## src/rtl/mips_pkg.sv

```systemverilog
// Shared definitions for the single-cycle MIPS core: next-PC select codes,
// default vectors and the sequential-address helper.
package mips_pkg;

  localparam logic [2:0] PCSRC_SEQ = 3'd0;
  localparam logic [2:0] PCSRC_BR  = 3'd1;
  localparam logic [2:0] PCSRC_J   = 3'd2;
  localparam logic [2:0] PCSRC_JR  = 3'd3;
  localparam logic [2:0] PCSRC_IRQ = 3'd4;
  localparam logic [2:0] PCSRC_EXC = 3'd5;

  localparam logic [31:0] RESET_VEC_DEF = 32'h8000_0000;
  localparam logic [31:0] IRQ_VEC_DEF   = 32'h8000_0004;
  localparam logic [31:0] EXC_VEC_DEF   = 32'h8000_0008;

  // The carry out of bit 30 is discarded so the supervisor bit survives.
  function automatic logic [31:0] seq_addr(input logic [31:0] pc);
    return {pc[31], pc[30:0] + 31'd4};
  endfunction

endpackage

```

## src/rtl/pc_unit_if.sv

```systemverilog
// Decoder <-> PC-stage connection. There is no valid/ready pair here: stall is
// the only flow control, and while it is high the PC stage ignores pc_src and holds.
interface pc_unit_if;
  logic        stall;
  logic [2:0]  pc_src;
  logic        branch_taken;
  logic [31:0] imm_ext;
  logic [25:0] jump_target;
  logic [31:0] jr_target;
  logic        irq_in;
  logic [31:0] pc;
  logic [31:0] pc_plus4;
  logic [31:0] link_addr;
  logic        irq_req;
  logic        kernel;

  modport master (
    output stall, pc_src, branch_taken, imm_ext, jump_target, jr_target, irq_in,
    input  pc, pc_plus4, link_addr, irq_req, kernel
  );

  modport slave (
    input  stall, pc_src, branch_taken, imm_ext, jump_target, jr_target, irq_in,
    output pc, pc_plus4, link_addr, irq_req, kernel
  );
endinterface

```

## src/rtl/irq_edge_latch.sv

```systemverilog
// Rising-edge detector and pending flag for the level timer interrupt.
// Everything freezes while en is low so a stalled cycle neither sees nor loses an edge.
module irq_edge_latch (
  input  logic clk,
  input  logic reset,
  input  logic en,
  input  logic irq_in,
  input  logic take,
  output logic pending
);

  logic irq_d;
  logic irq_rise;

  assign irq_rise = irq_in & ~irq_d;

  // A rise in the same cycle as take is a fresh event and re-arms pending.
  always_ff @(posedge clk) begin
    if (reset) begin
      irq_d   <= 1'b0;
      pending <= 1'b0;
    end else if (en) begin
      irq_d   <= irq_in;
      pending <= (pending & ~take) | irq_rise;
    end
  end

endmodule

```

## src/rtl/pc_unit.sv

```systemverilog
// Program-counter stage: PC register with supervisor bit, next-PC select,
// interrupt request generation and link address for write-back.
module pc_unit
  import mips_pkg::*;
#(
  parameter logic [31:0] RESET_VEC = RESET_VEC_DEF,
  parameter logic [31:0] IRQ_VEC   = IRQ_VEC_DEF,
  parameter logic [31:0] EXC_VEC   = EXC_VEC_DEF
) (
  input  logic        clk,
  input  logic        reset,
  pc_unit_if.slave    bus
);

  logic [31:0] pc_q;
  logic [31:0] pc_plus4;
  logic [31:0] br_sum;
  logic [31:0] pc_next;
  logic        pending;
  logic        irq_req;
  logic        take;

  assign pc_plus4 = seq_addr(pc_q);
  assign br_sum   = pc_plus4 + {bus.imm_ext[29:0], 2'b00};
  assign irq_req  = pending & ~pc_q[31] & ~bus.stall;
  assign take     = ~bus.stall & irq_req;

  // Branch and jump keep pc[31]; only jr may clear it.
  always_comb begin
    pc_next = EXC_VEC;
    case (bus.pc_src)
      PCSRC_SEQ: pc_next = pc_plus4;
      PCSRC_BR:  pc_next = bus.branch_taken
                           ? ((br_sum & 32'h7FFF_FFFF) | {pc_q[31], 31'd0})
                           : pc_plus4;
      PCSRC_J:   pc_next = {pc_q[31], pc_plus4[30:28], bus.jump_target, 2'b00};
      PCSRC_JR:  pc_next = bus.jr_target;
      PCSRC_IRQ: pc_next = IRQ_VEC;
      default:   pc_next = EXC_VEC;
    endcase
  end

  always_ff @(posedge clk) begin
    if (reset) begin
      pc_q <= RESET_VEC;
    end else if (!bus.stall) begin
      pc_q <= pc_next;
    end
  end

  irq_edge_latch u_irq (
    .clk     (clk),
    .reset   (reset),
    .en      (~bus.stall),
    .irq_in  (bus.irq_in),
    .take    (take),
    .pending (pending)
  );

  // On an interrupt the interrupted instruction re-executes after return.
  assign bus.link_addr = irq_req ? pc_q : pc_plus4;
  assign bus.pc        = pc_q;
  assign bus.pc_plus4  = pc_plus4;
  assign bus.irq_req   = irq_req;
  assign bus.kernel    = pc_q[31];

endmodule
```

## src/flat_wrapper.sv

```systemverilog
// flat-port wrapper written by rule: the top's interface ports become plain ports
module pc_unit_flat import mips_pkg::*;
#(
  parameter logic [31:0] RESET_VEC = RESET_VEC_DEF,
  parameter logic [31:0] IRQ_VEC   = IRQ_VEC_DEF,
  parameter logic [31:0] EXC_VEC   = EXC_VEC_DEF
)
  (clk, reset, bus_stall, bus_pc_src, bus_branch_taken, bus_imm_ext, bus_jump_target, bus_jr_target, bus_irq_in, bus_pc, bus_pc_plus4, bus_link_addr, bus_irq_req, bus_kernel);
  pc_unit_if bus_i ();
  input  logic clk;
  input  logic reset;
  input wire logic [$bits(bus_i.stall)-1:0] bus_stall;
  input wire logic [$bits(bus_i.pc_src)-1:0] bus_pc_src;
  input wire logic [$bits(bus_i.branch_taken)-1:0] bus_branch_taken;
  input wire logic [$bits(bus_i.imm_ext)-1:0] bus_imm_ext;
  input wire logic [$bits(bus_i.jump_target)-1:0] bus_jump_target;
  input wire logic [$bits(bus_i.jr_target)-1:0] bus_jr_target;
  input wire logic [$bits(bus_i.irq_in)-1:0] bus_irq_in;
  output wire logic [$bits(bus_i.pc)-1:0] bus_pc;
  output wire logic [$bits(bus_i.pc_plus4)-1:0] bus_pc_plus4;
  output wire logic [$bits(bus_i.link_addr)-1:0] bus_link_addr;
  output wire logic [$bits(bus_i.irq_req)-1:0] bus_irq_req;
  output wire logic [$bits(bus_i.kernel)-1:0] bus_kernel;
  assign bus_i.stall = bus_stall;
  assign bus_i.pc_src = bus_pc_src;
  assign bus_i.branch_taken = bus_branch_taken;
  assign bus_i.imm_ext = bus_imm_ext;
  assign bus_i.jump_target = bus_jump_target;
  assign bus_i.jr_target = bus_jr_target;
  assign bus_i.irq_in = bus_irq_in;
  assign bus_pc = bus_i.pc;
  assign bus_pc_plus4 = bus_i.pc_plus4;
  assign bus_link_addr = bus_i.link_addr;
  assign bus_irq_req = bus_i.irq_req;
  assign bus_kernel = bus_i.kernel;
  pc_unit #(.RESET_VEC(RESET_VEC), .IRQ_VEC(IRQ_VEC), .EXC_VEC(EXC_VEC)) u_core (.clk(clk), .reset(reset), .bus(bus_i));
endmodule
```

## config.mk

```make
export PLATFORM = sky130hd
export DESIGN_NAME = pc_unit_flat
export DESIGN_NICKNAME = d
export VERILOG_FILES = /design/src/rtl/mips_pkg.sv /design/src/rtl/pc_unit_if.sv /design/src/rtl/irq_edge_latch.sv /design/src/rtl/pc_unit.sv /design/src/flat_wrapper.sv
export SDC_FILE = /design/constraint.sdc
export NUM_CORES = 1
export LEC_CHECK = 0
export BUFFER_PORTS_ARGS = -buffer_cell sky130_fd_sc_hd__buf_4
export CORE_ASPECT_RATIO = 2
export CORE_MARGIN = 1
export CORE_UTILIZATION = 42
export DETAILED_ROUTE_END_ITERATION = 12
export GPL_ROUTABILITY_DRIVEN = 0
export PLACE_DENSITY = 0.73
export SETUP_SLACK_MARGIN = 0.5
export SLEW_MARGIN = 5
export SYNTH_ARGS = -nofsm -noshare
export SYNTH_HDL_FRONTEND = slang
export SYNTH_SLANG_ARGS = --single-unit
```

## constraint.sdc

```tcl
create_clock -name clk -period 4 [get_ports clk]
set_input_delay 0.8 -clock clk [delete_from_list [all_inputs] [get_ports clk]]
set_output_delay 0.8 -clock clk [all_outputs]
set_load 0.1 [all_outputs]
```

After elaboration in Yosys (flattened, before gate mapping)
Cells that the tools add are included.
{"block": "op_classes", "add_sub_neg": 2, "multipliers": 0, "div": 0, "magnitude_cmp": 0, "eq_ne": 5, "shift": 0, "mux": 3, "n_bitwise": 13, "n_reduce_logical": 2}
{"op": "case mux 32 bit (5 select lines)", "count": 1}
{"op": "two-way mux 32 bit", "count": 1}
{"op": "bitwise OR 31 x 32 -> 32 bit", "count": 1}
{"op": "adder 31 x 3 -> 31 bit, second input constant", "count": 1}
{"op": "adder 31 bit", "count": 1}
{"op": "two-way mux 31 bit", "count": 1}
{"op": "equality test 3 x 2 -> 1 bit, second input constant", "count": 2}
{"op": "inverter 1 bit", "count": 6}
{"op": "bitwise AND 1 bit", "count": 5}
{"op": "AND reduction 4 bit", "count": 1}
{"op": "equality test 3 x 1 -> 1 bit, second input constant", "count": 1}
{"op": "equality test 3 bit, second input constant", "count": 1}
{"op": "zero test 3 bit", "count": 1}
{"op": "!= test 2 bit, second input constant", "count": 1}
{"op": "bitwise OR 1 bit", "count": 1}
{"block": "word_totals", "regBits": 34, "latchBits": 0, "ram_bits": 0, "romBits": 0, "inputBits": 98, "out_inout_bits": 98, "word_cells": 29, "mem_count": 0}

Longest topological paths before layout
{"block": "logic_depth", "word_depth": 7, "ltp_mapped": 17, "depth_no_buf": 15}

By module
Synthesis repeated with hierarchy kept, for this count alone.
{"block": "hier_totals", "hier_cells": 713, "area_unflattened_um2": 5151.2}
{"module": "pc_unit", "n_inst": 1, "cells_each": 706, "area_each_um2": 5071.1, "seq_area_each_um2": 640.6}
{"module": "irq_edge_latch", "n_inst": 1, "cells_each": 7, "area_each_um2": 80.1, "seq_area_each_um2": 40.0}

Worst setup path before layout
OpenSTA, ideal clock, no wires.
{"block": "synth_path", "path_kind": "register -> register", "from": "reg u_core.pc_q[2] (netlist: u_core.bus.pc[2])", "to": "reg u_core.pc_q[27] (netlist: u_core.bus.pc[27])", "setup_ps": 142, "t_arrival_ps": 5772, "t_required_ps": 3858, "path_slack_ps": -1914, "stages_incl_launch_ff": 17, "path_buffers": 2, "synth_period_minus_slack_ps": 5914, "cell_sequence": "dfxtp_1 > ha_1 > nand3_2 > nor4_2 > buf_4 > nand4_1 > xnor2_1 > ha_1 > clkbuf_1 > a21oi_1 > o21ai_0 > a2111oi_0 > nor2_1 > mux2_2 > nor2_1 > o21ai_0 > o311ai_0"}
{"block": "synth_between", "elab_chain_len": 5}
{"element": "from (decl)", "line_no": "pc_unit.sv:15", "text": "logic [31:0] pc_q;"}
{"element": "from (signal assigned)", "line_no": "pc_unit.sv:47", "text": "pc_q <= pc_next;"}
{"element": "adder 31 x 3 -> 31 bit", "line_no": "mips_pkg.sv:18", "text": "return {pc[31], pc[30:0] + 31'd4};"}
{"element": "via bus_pc_plus4[22]", "line_no": "flat_wrapper.sv:20", "text": "output wire logic [$bits(bus_i.pc_plus4)-1:0] bus_pc_plus4;"}
{"element": "adder 31 bit", "line_no": "pc_unit.sv:24", "text": "assign br_sum = pc_plus4 + {bus.imm_ext[29:0], 2'b00};"}
{"element": "bitwise OR 31 x 32 -> 32 bit", "line_no": "pc_unit.sv:34", "text": "? ((br_sum & 32'h7FFF_FFFF) | {pc_q[31], 31'd0})"}
{"element": "two-way mux 32 bit", "line_no": "pc_unit.sv:34"}
{"element": "case mux 32 bit (5 select lines)", "line_no": "pc_unit.sv:31", "text": "case (bus.pc_src)"}
The timed path passes the listed nets, and every way through them passes these cells. The select of a mux whose other input is x is not followed.
A chain may end at the register's enable or synchronous reset.

Worst setup path in the final report
{"block": "layout_path", "from": "reg u_core.pc_q[3] (netlist: u_core.bus.pc[3])", "to": "reg u_core.pc_q[19] (netlist: u_core.bus.pc[19])"}
{"block": "layout_between", "elab_chain_len": 5}
{"element": "adder 31 x 3 -> 31 bit *", "line_no": "mips_pkg.sv:18"}
{"element": "adder 31 bit", "line_no": "pc_unit.sv:24"}
{"element": "bitwise OR 31 x 32 -> 32 bit", "line_no": "pc_unit.sv:34"}
{"element": "two-way mux 32 bit", "line_no": "pc_unit.sv:34"}
{"element": "case mux 32 bit (5 select lines) *", "line_no": "pc_unit.sv:31"}
Mark *: on every way between the ends. The rest lies on a longest branch, timed or not. The select of a mux whose other input is x is not followed.

==> results.json <==
{
  "ys_types": 66,
  "cap_viol_max_count": 0,
  "area_growth_pct": 68.72,
  "finalPower_mw": 1.524,
  "grt_max_degree": 40,
  "hpwlAfterDp_mm": 14.85,
  "post-synth-top-area-fraction": 0.1459,
  "drtIter0Drc": 418,
  "maxSlewViolCount": 0,
  "setup_viol": 0,
  "grt_pass1_vias": 5641,
  "yosysMostFrequentCell": "nand2_1",
  "final_area_um2": 7870,
  "worstPathRequired_ns": 4.18,
  "syn_nets": 778,
  "min_period_ns": 3.466,
  "synth_xor_area_frac": 0.1516,
  "outcome": "finished, final reports clean",
  "dieArea_um2": 11560,
  "clockBufferDepth": 2,
  "core-area_um2": 10880,
  "clock-sinks": 34,
  "port_buffers": 192,
  "antenna_found_initial": 0,
  "diodes": 0,
  "fin_skew_ns": 0.008021,
  "syn_area_um2": 4664,
  "wl_mm": 20.14,
  "yosysWarnings": 0,
  "seq_area_frac_synth": 0.1459,
  "critPathBufInv": 2,
  "tns_ns": 0,
  "worst_slack_ns": 0.5339,
  "globalRouteOverflowTotal": 0,
  "start_util": 0.4288,
  "synth_fa_ha_area_frac": 0.09549,
  "path_max_fanout": 6,
  "end_kind": "flip-flop",
  "netlist_instances": 645,
  "critPathKind": "reg2reg",
  "chipHeight_um": 151.0,
  "crit_family": "compound AO/OA/AOI/OAI gates",
  "crit_chain": "ha_4, nand3_4, nor4_4, buf_4, buf_12, nand3_2, xnor2_4, ha_4, nand2_1, nor2_1, nand2_1, o21a_2, o21ai_2, xor2_1, a221oi_1, a211oi_1",
  "track_usage": 0.3307,
  "grt_pass1_wl_mm": 29.27,
  "cts_tree": "built",
  "cts_buffers": 5,
  "power_density_nw_per_um2": 193.6,
  "synth-compound-area-share": 0.2417,
  "dpl_worst_slack_ns": 0.3838,
  "clk_latency_ns": 0.30,
  "slowest_stage": "dfxtp_4",
  "place_area_um2": 7087,
  "placed_cells": 934,
  "arrival_ns": 3.65,
  "grt_setup_unrepaired": "yes",
  "io_pins": 196,
  "leakage_nw": 3.583,
  "ys.flop_type": "dfxtp_1",
  "max_stage_delay_ns": 0.39,
  "die_w_um": 76.52,
  "fin_crit_sh": 0.8665,
  "via_per_inst": 6.005,
  "drc": 0,
  "peakVddDrop_uv": 204.3,
  "async_reset_ff_frac": 0,
  "finalHoldWorstSlack_ns": 0.5046,
  "num_rows": 54,
  "final_core_util": 0.7235,
  "instances_no_fill": 980,
  "routed-via-count": 5885,
  "crit_path_start_kind": "flip-flop",
  "clkTransAtPathRegs_ns": 0.06,
  "synth-edff-count": 0,
  "fmax_mhz": 288.5,
  "synth_top_family_by_area": "compound AO/OA/AOI/OAI gates",
  "firstDrtPassIters": 6,
  "yosysTopAreaCell": "dfxtp_1",
  "htreeDepth": 2,
  "wl_per_cell_um": 20.55,
  "root_buffer": "clkbuf_16",
  "hold_viol": 0,
  "synth_mux_area_frac": 0.06170,
  "hold_class": "reg2reg",
  "yosys.area_share.simple": 0.2371,
  "slew_headroom": 0.2403,
  "ys_seq_elements": 34,
  "synth_area_leaders": "dfxtp_1 (15%), ha_1 (9.1%), xnor2_1 (8.6%)",
  "drive_above_1_share": 0.4845,
  "ant_nets": 0,
  "avgSynthCellArea_um2": 7.232,
  "tightest_slew_ns": 1.140,
  "synthTopCellsByCount": "nand2_1 (71), nor2_1 (62), a21oi_1 (60)",
  "final_nets": 972
}
## worst min-delay path, cell delays in order (launching register included)
cell and delay (ns):
dfxtp_1 0.32, mux2i_1 0.07, nor2_1 0.08
## routing by layer
metal  GRT usage  up-vias  share of wire
li1            -     2702              -
met1      0.3234     2755           0.32
met2      0.6302      334           0.53
met3     0.04518       94          0.073
met4      0.2356        0          0.074
met5           0        -              0
## final timing paths
kind	startpoint	endpoint	slack, ns	depth (start not counted)
setup / recovery	u_core.bus.pc[3]$_SDFFE_PP0N_	u_core.bus.pc[19]$_SDFFE_PP0N_	0.53	16
hold / removal	u_core.u_irq.irq_d$_SDFFE_PP0N_	u_core.u_irq.irq_d$_SDFFE_PP0N_	0.50	2
setup reg to reg	u_core.bus.pc[3]$_SDFFE_PP0N_	u_core.bus.pc[19]$_SDFFE_PP0N_	0.53	16
hold reg to reg	u_core.u_irq.irq_d$_SDFFE_PP0N_	u_core.u_irq.irq_d$_SDFFE_PP0N_	0.50	2
## flip-flops by register name, indices dropped and copies added, names as in the netlist
| register | count |
|---|---|
| u_core.u_irq.irq_d | 1 |
| u_core.u_irq.pending | 1 |
| u_core.bus.pc | 32 |
## what timing repair did
item | 4_1_cts | 5_1_grt
buffers inserted | 5 | 32
gates cloned | 0 | 1
pin swaps | 3 | 11
resized for setup | 9 | 53
hold buffers | 0 | 0
endpoints found under the setup margin | 7 | 20
## logic make-up after synthesis
group / Yosys count
multiplexers: 27
buffers and inverters: 70
adder cells (fa/ha/maj): 35
flip-flops: 34
AO/OA/AOI/OAI: 176
AND/OR/NAND/NOR: 224
XOR/XNOR: 79
## power breakdown
group          switching, mW  internal, mW
Sequential            0.0250         0.339
Clock                  0.183         0.287
Combinational          0.447         0.243
## layout by cell type (no fill, tap or decap), drive strengths merged, types with 2 or more instances in the layout
cell type and instances:
a211o 2, o211ai 3, clkbuf 9, o22ai 6, a222oi 2, o21a 4, nor2b 5, nand3 29
nor2 62, a31oi 5, o221ai 3, ha 34, a21oi 60, mux2 4, o31ai 2, nand4 19
xor2 31, nor3 14, o31a 3, a221oi 13, inv 16, a221o 4, nand2 71, xnor2 48
and3 3, nand3b 2, dfxtp 34, nand2b 6, a211oi 6, o21ai 36, a21o 12, o2111ai 2
nor4 4, buf 239, or2 4, o21bai 2, mux2i 22
## area by class of cell
type	instances	area (um^2)
Sequential cell	34	773.2
Tap cell	140	175.2
Clock buffer	8	167.7
Timing Repair Buffer	240	1856
Inverter	17	67.56
Fill cell	824	3008
Multi-Input combinational cell	541	4831
Power figures use the tool's default switching activity.
